===== src/rtl/imm_gen_pkg.sv =====
// imm_gen_pkg
//   Shared definitions for the immediate-generator slice: the RV32I major
//   opcodes the decoder recognises and the format tag carried with each result.
package imm_gen_pkg;

    localparam logic [6:0] OP_LOAD   = 7'b0000011;
    localparam logic [6:0] OP_IMM    = 7'b0010011;
    localparam logic [6:0] OP_JALR   = 7'b1100111;
    localparam logic [6:0] OP_STORE  = 7'b0100011;
    localparam logic [6:0] OP_BRANCH = 7'b1100011;
    localparam logic [6:0] OP_LUI    = 7'b0110111;
    localparam logic [6:0] OP_AUIPC  = 7'b0010111;
    localparam logic [6:0] OP_JAL    = 7'b1101111;
    localparam logic [6:0] OP_OP     = 7'b0110011;

    typedef enum logic [2:0] {
        FMT_R    = 3'd0,
        FMT_I    = 3'd1,
        FMT_S    = 3'd2,
        FMT_B    = 3'd3,
        FMT_U    = 3'd4,
        FMT_J    = 3'd5,
        FMT_NONE = 3'd7
    } imm_fmt_e;

endpackage


===== src/rtl/imm_decode.sv =====
// imm_decode
//   Purely combinational immediate extraction for all RV32I formats.
//   The 32-bit immediate is sign-extended to XLEN (32 or 64).
// Ports
//   InstCode  in  32    instruction word
//   imm       out XLEN  sign-extended immediate (0 for R-type and illegal opcodes)
//   fmt       out 3     format tag (imm_fmt_e)
//   illegal   out 1     opcode not in the supported set
module imm_decode
    import imm_gen_pkg::*;
#(
    parameter int XLEN = 32
) (
    input  logic [31:0]     InstCode,
    output logic [XLEN-1:0] imm,
    output imm_fmt_e        fmt,
    output logic            illegal
);

    logic signed [31:0] imm32_s;

    // Opcode decode and field gathering into a 32-bit signed immediate
    always_comb begin
        imm32_s = 32'sd0;
        fmt     = FMT_NONE;
        illegal = 1'b1;
        case (InstCode[6:0])
            OP_LOAD, OP_IMM, OP_JALR: begin
                imm32_s = {{20{InstCode[31]}}, InstCode[31:20]};
                fmt     = FMT_I;
                illegal = 1'b0;
            end
            OP_STORE: begin
                imm32_s = {{20{InstCode[31]}}, InstCode[31:25], InstCode[11:7]};
                fmt     = FMT_S;
                illegal = 1'b0;
            end
            OP_BRANCH: begin
                imm32_s = {{19{InstCode[31]}}, InstCode[31], InstCode[7],
                           InstCode[30:25], InstCode[11:8], 1'b0};
                fmt     = FMT_B;
                illegal = 1'b0;
            end
            OP_LUI, OP_AUIPC: begin
                imm32_s = {InstCode[31:12], 12'b0};
                fmt     = FMT_U;
                illegal = 1'b0;
            end
            OP_JAL: begin
                imm32_s = {{11{InstCode[31]}}, InstCode[31], InstCode[19:12],
                           InstCode[20], InstCode[30:21], 1'b0};
                fmt     = FMT_J;
                illegal = 1'b0;
            end
            OP_OP: begin
                imm32_s = 32'sd0;
                fmt     = FMT_R;
                illegal = 1'b0;
            end
            default: begin
                imm32_s = 32'sd0;
                fmt     = FMT_NONE;
                illegal = 1'b1;
            end
        endcase
    end

    // Signed size cast replicates bit 31 into bits XLEN-1:32 when XLEN=64
    assign imm = XLEN'(imm32_s);

endmodule


===== src/rtl/imm_gen_pipe.sv =====
// imm_gen_pipe
//   Decode-stage immediate generator: one combinational decoder feeding a
//   2-entry skid buffer, plus a saturating count of accepted illegal opcodes.
// Ports
//   clk, rst_n         clock, asynchronous active-low reset
//   flush              synchronous flush; empties the buffer, drops the offered word
//   in_valid/in_ready  upstream handshake (in_ready is registered: !entry1_full)
//   InstCode           instruction word
//   out_valid/out_ready downstream handshake
//   ImmOut, ImmFmt, IllegalOp  result held in entry0
//   IllegalCnt         saturating count of accepted illegal opcodes
module imm_gen_pipe
    import imm_gen_pkg::*;
#(
    parameter int XLEN  = 32,
    parameter int CNT_W = 16
) (
    input  logic             clk,
    input  logic             rst_n,
    input  logic             flush,
    input  logic             in_valid,
    output logic             in_ready,
    input  logic [31:0]      InstCode,
    output logic             out_valid,
    input  logic             out_ready,
    output logic [XLEN-1:0]  ImmOut,
    output logic [2:0]       ImmFmt,
    output logic             IllegalOp,
    output logic [CNT_W-1:0] IllegalCnt
);

    logic [XLEN-1:0]  dec_imm_s;
    imm_fmt_e         dec_fmt_s;
    logic             dec_ill_s;

    logic             e0_valid_r;
    logic [XLEN-1:0]  e0_imm_r;
    imm_fmt_e         e0_fmt_r;
    logic             e0_ill_r;
    logic             e1_valid_r;
    logic [XLEN-1:0]  e1_imm_r;
    imm_fmt_e         e1_fmt_r;
    logic             e1_ill_r;
    logic [CNT_W-1:0] cnt_r;

    logic             push_s;
    logic             pop_s;

    imm_decode #(.XLEN(XLEN)) u_decode (
        .InstCode (InstCode),
        .imm      (dec_imm_s),
        .fmt      (dec_fmt_s),
        .illegal  (dec_ill_s)
    );

    // in_ready depends only on entry1 state, so there is no path from out_ready
    assign in_ready   = ~e1_valid_r;
    assign push_s     = in_valid & in_ready;
    assign pop_s      = e0_valid_r & out_ready;

    assign out_valid  = e0_valid_r;
    assign ImmOut     = e0_imm_r;
    assign ImmFmt     = e0_fmt_r;
    assign IllegalOp  = e0_ill_r;
    assign IllegalCnt = cnt_r;

    // Skid buffer: entry0 drives the outputs, entry1 catches one word under backpressure
    always_ff @(posedge clk or negedge rst_n) begin
        if (!rst_n) begin
            e0_valid_r <= 1'b0;
            e0_imm_r   <= '0;
            e0_fmt_r   <= FMT_R;
            e0_ill_r   <= 1'b0;
            e1_valid_r <= 1'b0;
            e1_imm_r   <= '0;
            e1_fmt_r   <= FMT_R;
            e1_ill_r   <= 1'b0;
        end else if (flush) begin
            // Data registers keep their contents; only occupancy is cleared
            e0_valid_r <= 1'b0;
            e1_valid_r <= 1'b0;
        end else begin
            case ({e0_valid_r, e1_valid_r})
                2'b00: begin
                    if (push_s) begin
                        e0_valid_r <= 1'b1;
                        e0_imm_r   <= dec_imm_s;
                        e0_fmt_r   <= dec_fmt_s;
                        e0_ill_r   <= dec_ill_s;
                    end
                end
                2'b10: begin
                    if (push_s && pop_s) begin
                        // Pass-through: the new word replaces the departing one
                        e0_imm_r <= dec_imm_s;
                        e0_fmt_r <= dec_fmt_s;
                        e0_ill_r <= dec_ill_s;
                    end else if (push_s) begin
                        e1_valid_r <= 1'b1;
                        e1_imm_r   <= dec_imm_s;
                        e1_fmt_r   <= dec_fmt_s;
                        e1_ill_r   <= dec_ill_s;
                    end else if (pop_s) begin
                        e0_valid_r <= 1'b0;
                    end
                end
                2'b11: begin
                    // in_ready was 0, so only a pop can happen here
                    if (pop_s) begin
                        e0_imm_r   <= e1_imm_r;
                        e0_fmt_r   <= e1_fmt_r;
                        e0_ill_r   <= e1_ill_r;
                        e1_valid_r <= 1'b0;
                    end
                end
                default: begin
                    // Entry1 alone is unreachable; promote it so order is kept
                    e0_valid_r <= 1'b1;
                    e0_imm_r   <= e1_imm_r;
                    e0_fmt_r   <= e1_fmt_r;
                    e0_ill_r   <= e1_ill_r;
                    e1_valid_r <= 1'b0;
                end
            endcase
        end
    end

    // Saturating illegal-opcode counter; words dropped by a flush are not counted
    always_ff @(posedge clk or negedge rst_n) begin
        if (!rst_n) begin
            cnt_r <= '0;
        end else if (!flush && push_s && dec_ill_s && !(&cnt_r)) begin
            cnt_r <= cnt_r + CNT_W'(1'b1);
        end
    end

endmodule


===== config.mk =====
export PLATFORM = sky130hd
export DESIGN_NAME = imm_gen_pipe
export DESIGN_NICKNAME = d
export VERILOG_FILES = /design/src/rtl/imm_gen_pkg.sv /design/src/rtl/imm_decode.sv /design/src/rtl/imm_gen_pipe.sv
export SDC_FILE = /design/constraint.sdc
export NUM_CORES = 1
export LEC_CHECK = 0
export ABC_AREA = 1
export BUFFER_PORTS_ARGS = -buffer_cell sky130_fd_sc_hd__buf_4
export CAP_MARGIN = 25
export CORE_MARGIN = 3
export CORE_UTILIZATION = 34
export DETAILED_ROUTE_END_ITERATION = 10
export PLACE_DENSITY = 0.63
export SLEW_MARGIN = 40
export SYNTH_ARGS = -nofsm -noshare
export SYNTH_HDL_FRONTEND = slang
export SYNTH_SLANG_ARGS = --single-unit

===== constraint.sdc =====
create_clock -name clk -period 1.5 [get_ports clk]
set_input_delay 0.375 -clock clk [delete_from_list [all_inputs] [get_ports clk]]
set_output_delay 0.375 -clock clk [all_outputs]
set_load 0.02 [all_outputs]

==> results of run 1 <==
-- power breakdown --
group	switching, mW	total, mW	internal (mW)
Clock	1.01	2.45	1.44
Sequential	0.227	3.00	2.77
Combinational	0.981	1.80	0.823
Total	2.22	7.25	5.04
-- cell type report --
class | count | area share
multi-input combinational | 471 | 0.360
clock inverter | 4 | 0.00798
clock buffer | 12 | 0.0386
tap | 180 | 0.0326
inverter | 38 | 0.0239
timing repair buffer | 157 | 0.209
sequential | 90 | 0.327
-- worst max-delay path by stage --
stage,start,end,cells after the start
after floorplan,IllegalCnt[0],IllegalCnt[10],10
after detailed placement,InstCode[1],IllegalCnt[15],10
after global routing,IllegalCnt[0],IllegalCnt[10],10
after CTS,e1_valid_r,in_ready,3
final,IllegalCnt[0],IllegalCnt[12],10
after global placement,InstCode[1],IllegalCnt[15],10
-- state kept, by name, indices dropped and copies added, names as in the netlist --
name        flops
out_valid       1
ImmOut         32
ImmFmt          3
e1_valid_r      1
e1_fmt_r        3
e1_imm_r       32
IllegalOp       1
e1_ill_r        1
IllegalCnt     16
-- per-layer routing --
| layer | wire length (um) | track usage |
|---|---|---|
| met1 | 6240 | 0.231 |
| met2 | 6900 | 0.280 |
| met3 | 638 | 0.0259 |
| met4 | 255 | 0.0618 |
| met5 | 0 | 0 |
-- cells in the mapped netlist, types with 4 or more instances --
cell type	count	area, sq um
buf_6	10	113
nand3_1	63	315
a31oi_1	17	106
nand4_1	13	81.3
inv_2	8	30.0
clkbuf_1	5	18.8
nand3_2	9	90.1
dfrtp_1	90	2250
buf_2	7	35.0
nor2_1	81	304
a21oi_1	26	130
nor2_4	6	67.6
nand2_2	6	37.5
xnor2_1	10	87.6
inv_1	28	105
o21ai_2	13	114
nand2_1	197	739
buf_4	5	37.5
nand2_4	7	78.8
a21oi_2	4	35.0
-- worst max-delay path: cells and delay by family, from the launching register on --
| kind | cells | cell delay [ns] |
|---|---|---|
| simple gates | 7 | 0.55 |
| buf+inv | 2 | 0.24 |
| flops | 1 | 0.43 |
| fa+ha+maj | 1 | 0.17 |
-- kinds of logic (layout without fill, tap and decap cells) --
kind of cell             after synthesis  in the layout
flip-flops                            90             90
AO/OA/AOI/OAI                         66             66
AND/OR/NAND/NOR                      391            391
XOR/XNOR                              13             13
adder cells (fa/ha/maj)                1              1
buffers and inverters                 69            211
-- per-stage QoR --
stage	total power, mW	std cells	util
6_report	7.25	952	0.488
5_1_grt	7.64	952	0.488
4_1_cts	7.19	939	0.464
3_5_place_dp	4.72	921	0.439
3_3_place_gp	4.66	921	0.439
2_1_floorplan	3.93	630	-
-- what timing repair did --
item | 4_1_cts | 5_1_grt
setup buffers | 1 | 6
setup endpoints to repair | 2 | 69
gates resized for setup | 5 | 33
hold endpoints to repair | 23 | 0
pin swaps | 0 | 12
cloned | 0 | 7
hold buffers | 1 | 0
==> results.yml, run 1 <==
outcome:
  status: "finished with violations"
  violations: "setup timing"
synth:
  synth_mux_area_frac: 0
  synthXorXnorAreaFrac: 0.0227
  ys_types: 36
  synth_top_family_by_area: "simple AND/OR/NAND/NOR gates"
  ys_ff_latch: 90
  synthCells: 630
  yosys.area_share.adder: 0.00249
  async_flop_share: 1.00
  ys.flop_type: "dfrtp_1"
  ys_seq_area_frac: 0.449
  syn_avg_cell_area_sq_um: 7.97
  syn-num-nets: 668
  synth_compound_area_frac: 0.0885
  synth_edf_count: 0
  synth_area_sq_mm: 0.00502
  yosys_warnings: 0
  synth-simple-area-share: 0.362
cts:
  cts_tree: "yes"
  numCtsBuffers: 9
  cts.reportedPaths.clkPinSlew_ns: 0.07
  cts_num_sinks: 90
  insertion_delay_ns: 0.35
  clockBufferDepth: 2
  htree_levels: 3
  cts_root_buf: "clkbuf_16"
layout:
  fillCellCount: 1364
  layout_common_cells: "nand2_1 (184), buf_4 (134), dfrtp_1 (86), nor2_1 (79), nand3_1 (62)"
  finalInstanceArea_sq_mm: 0.00690
  synthToLayoutAreaGrowth_pct: 37.5
  seqCellArea_sq_mm: 0.00226
  multi_input_area_sq_mm: 0.00248
  diodes: 0
  layout_commonest_cell: "nand2_1"
  layout-drive-gt1-share: 0.332
  nNetsFinal: 805
sta:
  fin_skew_ns: 0.00789
  fin_crit_sh: 1.01
  setup-violations-final: 6
  finalSetupTns_ns: -0.0366
  hold_violations: 0
  drv_slew: 0
  fmax_mhz: 662
  rsz0062_at_grt: "true"
  hold_ws_ns: 0.275
  worst_slew_pin_slew_ns: 0.391
  fin_crit_ns: 1.51
  setup_ws_ns: -0.0115
  slew_headroom: 0.740
setup_path:
  worstPathMaxFanout: 5
  critPathSlowestCell: "dfrtp_2"
  cp.arrival_ns: 1.76
  reg2reg_from: "IllegalCnt[0]"
  rrSetupSlack_ns: -0.01
  r2r_cells: 10
  start_kind: "register"
  max_stage_delay_ns: 0.43
  reg2reg_to: "IllegalCnt[12]"
  crit_type: "reg2reg"
  worstPathCellList: "ha_4, nand3_4, inv_4, nand2_4, nor2_4, nor2_4, nand3_4, clkbuf_16, nand2_2, nand2_1"
  endpoint_kind: "register"
  required_ns: 1.75
drt:
  drt_iter0_markers: 321
  drtAntennaViolNets: 0
  routedWlPerCell_um: 14.7
  drt_wl_total_mm: 14.0
  dr_total_vias: 4725
  drtPass1Iterations: 5
  vias_per_cell: 4.96
  drc: 0
floorplanning:
  dieArea_sq_mm: 0.0163
  start_util: 0.355
  io_pins: 91
  die_w_um: 127
  rows: 43
  die_y_um: 127
  core_sq_mm: 0.0141
global_routing:
  grt_pass1_vias: 4620
  grt_pass1_wl_mm: 22.6
  overflow: 0
  grt_start_max_net_pins: 36
  antenna_found_initial: 0
  grtUsageTotal: 0.172
hold_path:
  hp-start: "InstCode[28]"
  hold_path_end: "e1_imm_r[8]"
  min_path_type: "in2reg"
  hold_depth: 3
place:
  dpl_worst_slack_ns: -0.153
  placed_area_sq_mm: 0.00621
  gp_congestion: 0.910
  port_buffers: 90
  hpwl_mm: 9.87
power:
  power.density_mw_per_mm2: 1050
  peakVddDrop_mv: 0.569
  leakage_nw: 3.57
flow_run:
  cap_viol_max_count: 0
(Power assumes the default switching activity.)
==> run 2: changes to the inputs <==
RECOVER_POWER = 50   (was unset)
==> run 2 against run 1 <==
The run still ends with setup timing left. Routed wire length is 0.24% higher. Count of clock-buffer cells in the layout stayed put. Via count is 0.25% higher. Non-clock buffer count stayed put. First-iteration DRC count is 7.2% lower. Cell area is 1.1% lower. Flip-flop and latch count stayed put. Worst setup slack worse by 0.00069 ns. Clock skew hardly changed. Cell count stayed put. Sequential power hardly changed. Critical path type unchanged. Critical endpoint unchanged. Largest cell class unchanged. Largest power group unchanged.
==> results.yml, run 2 (synthesis results as in run 1) <==
global_routing:
  grt_pass1_vias: 4620
  grtUsageTotal: 0.172
  grt_start_max_net_pins: 36
  grt_pass1_wl_mm: 22.6
  overflow: 0
  antenna_found_initial: 0
sta:
  finalSetupTns_ns: -0.0425
  drv_slew: 0
  setup_ws_ns: -0.0122
  fin_skew_ns: 0.00749
  slew_headroom: 0.531
  worst_slew_pin_slew_ns: 0.703
  rsz0062_at_grt: "true"
  setup-violations-final: 6
  fin_crit_sh: 1.01
  fmax_mhz: 661
  hold_ws_ns: 0.274
  fin_crit_ns: 1.51
  hold_violations: 0
floorplanning:
  start_util: 0.355
  rows: 43
  die_w_um: 127
  core_sq_mm: 0.0141
  io_pins: 91
  dieArea_sq_mm: 0.0163
  die_y_um: 127
setup_path:
  required_ns: 1.75
  start_kind: "register"
  endpoint_kind: "register"
  crit_type: "reg2reg"
  worstPathMaxFanout: 5
  reg2reg_from: "IllegalCnt[0]"
  crit_path_start: "IllegalCnt[0]"
  cp.arrival_ns: 1.76
drt:
  routedWlPerCell_um: 14.8
  drtAntennaViolNets: 0
  vias_per_cell: 4.98
  dr_total_vias: 4737
  drt_iter0_markers: 298
  drc: 0
  drt_wl_total_mm: 14.1
  drtPass1Iterations: 5
layout:
  nNetsFinal: 805
  layout_commonest_cell: "nand2_1"
  layout-drive-gt1-share: 0.312
  diodes: 0
  synthToLayoutAreaGrowth_pct: 35.9
  stdcell_count: 952
  layout_common_cells: "nand2_1 (184), buf_4 (117), dfrtp_1 (86), nor2_1 (79), nand3_1 (62)"
cts:
  numCtsBuffers: 9
  cts_root_buf: "clkbuf_16"
  cts_num_sinks: 90
  cts.reportedPaths.clkPinSlew_ns: 0.07
  insertion_delay_ns: 0.35
  htree_levels: 3
  clockBufferDepth: 2
  cts_tree: "yes"
place:
  port_buffers: 90
  dpl_worst_slack_ns: -0.153
  hpwl_mm: 9.87
  place_inst: 921
  gp_congestion: 0.910
outcome:
  violations: "setup timing"
  status: "finished with violations"
flow_run:
  cap_viol_max_count: 0
power:
  peakVddDrop_mv: 0.571
  totalPowerFinal_mw: 7.21
  leakage_nw: 3.50
  power.density_mw_per_mm2: 1060
hold_path:
  hp-start: "InstCode[28]"
  min_path_type: "in2reg"
==> run 2: changes by cell type in the layout (fill, tap and decap cells not counted), sizes merged <==
cell,previous run,this run
clkbuf,18,34
buf,150,134
==> run 2: worst paths after layout <==
kind                       cells after the start  slack, ns              to
setup / recovery                              10      -0.01  IllegalCnt[12]
hold / removal                                 3       0.27     e1_imm_r[8]
setup reg to reg                              10      -0.01  IllegalCnt[12]
hold reg to reg                                2       0.48      ImmOut[14]
max in group asynchronous                      3       0.15      ImmOut[24]
min in group asynchronous                      2       0.61      ImmOut[11]
==> run 2: per-stage QoR <==
step | util | instance area [sq um]
5_1_grt | 0.482 | 6820
6_report | 0.482 | 6820
2_1_floorplan | - | 5040
3_5_place_dp | 0.439 | 6210
4_1_cts | 0.464 | 6560
3_3_place_gp | 0.439 | 6210
==> run 2: worst max-delay path: stages, from the launching register on <==
cell	delay, ns
dfrtp_2	0.43
ha_4	0.17
nand3_4	0.10
inv_4	0.04
nand2_4	0.06
nor2_4	0.04
nor2_4	0.11
nand3_4	0.14
clkbuf_16	0.20
nand2_2	0.05
nand2_1	0.05
==> run 2: layout make-up <==
type / count / area (sq um)
fill: 1385 / 7330
multi-input combinational: 471 / 2480
sequential: 90 / 2260
timing repair buffer: 157 / 1370
clock buffer: 12 / 267
tap: 180 / 225
inverter: 38 / 165
clock inverter: 4 / 55.1
==> run 2: what timing repair did <==
| action | 4_1_cts | 5_1_grt |
|---|---|---|
| hold buffers | 1 | 0 |
| setup endpoints to repair | 2 | 69 |
| gates resized for setup | 5 | 33 |
| hold endpoints to repair | 23 | 0 |
| pin swaps | 0 | 12 |
| gates cloned | 0 | 7 |
| setup buffers | 1 | 6 |
==> run 2: layer usage <==
layer | GRT usage | wire [um] | share of wire
met5 | 0 | 0 | 0
met4 | 0.0618 | 267 | 0.019
met1 | 0.231 | 6320 | 0.45
met3 | 0.0259 | 573 | 0.041
met2 | 0.280 | 6900 | 0.49
==> run 2: power breakdown <==
group          leakage, nW  internal, mW  total [mW]  switching, mW
clock network        0.156          1.44        2.45           1.01
logic                 2.18         0.785        1.77          0.984
registers             1.16          2.77        3.00          0.226
total                 3.50          5.00        7.21           2.22
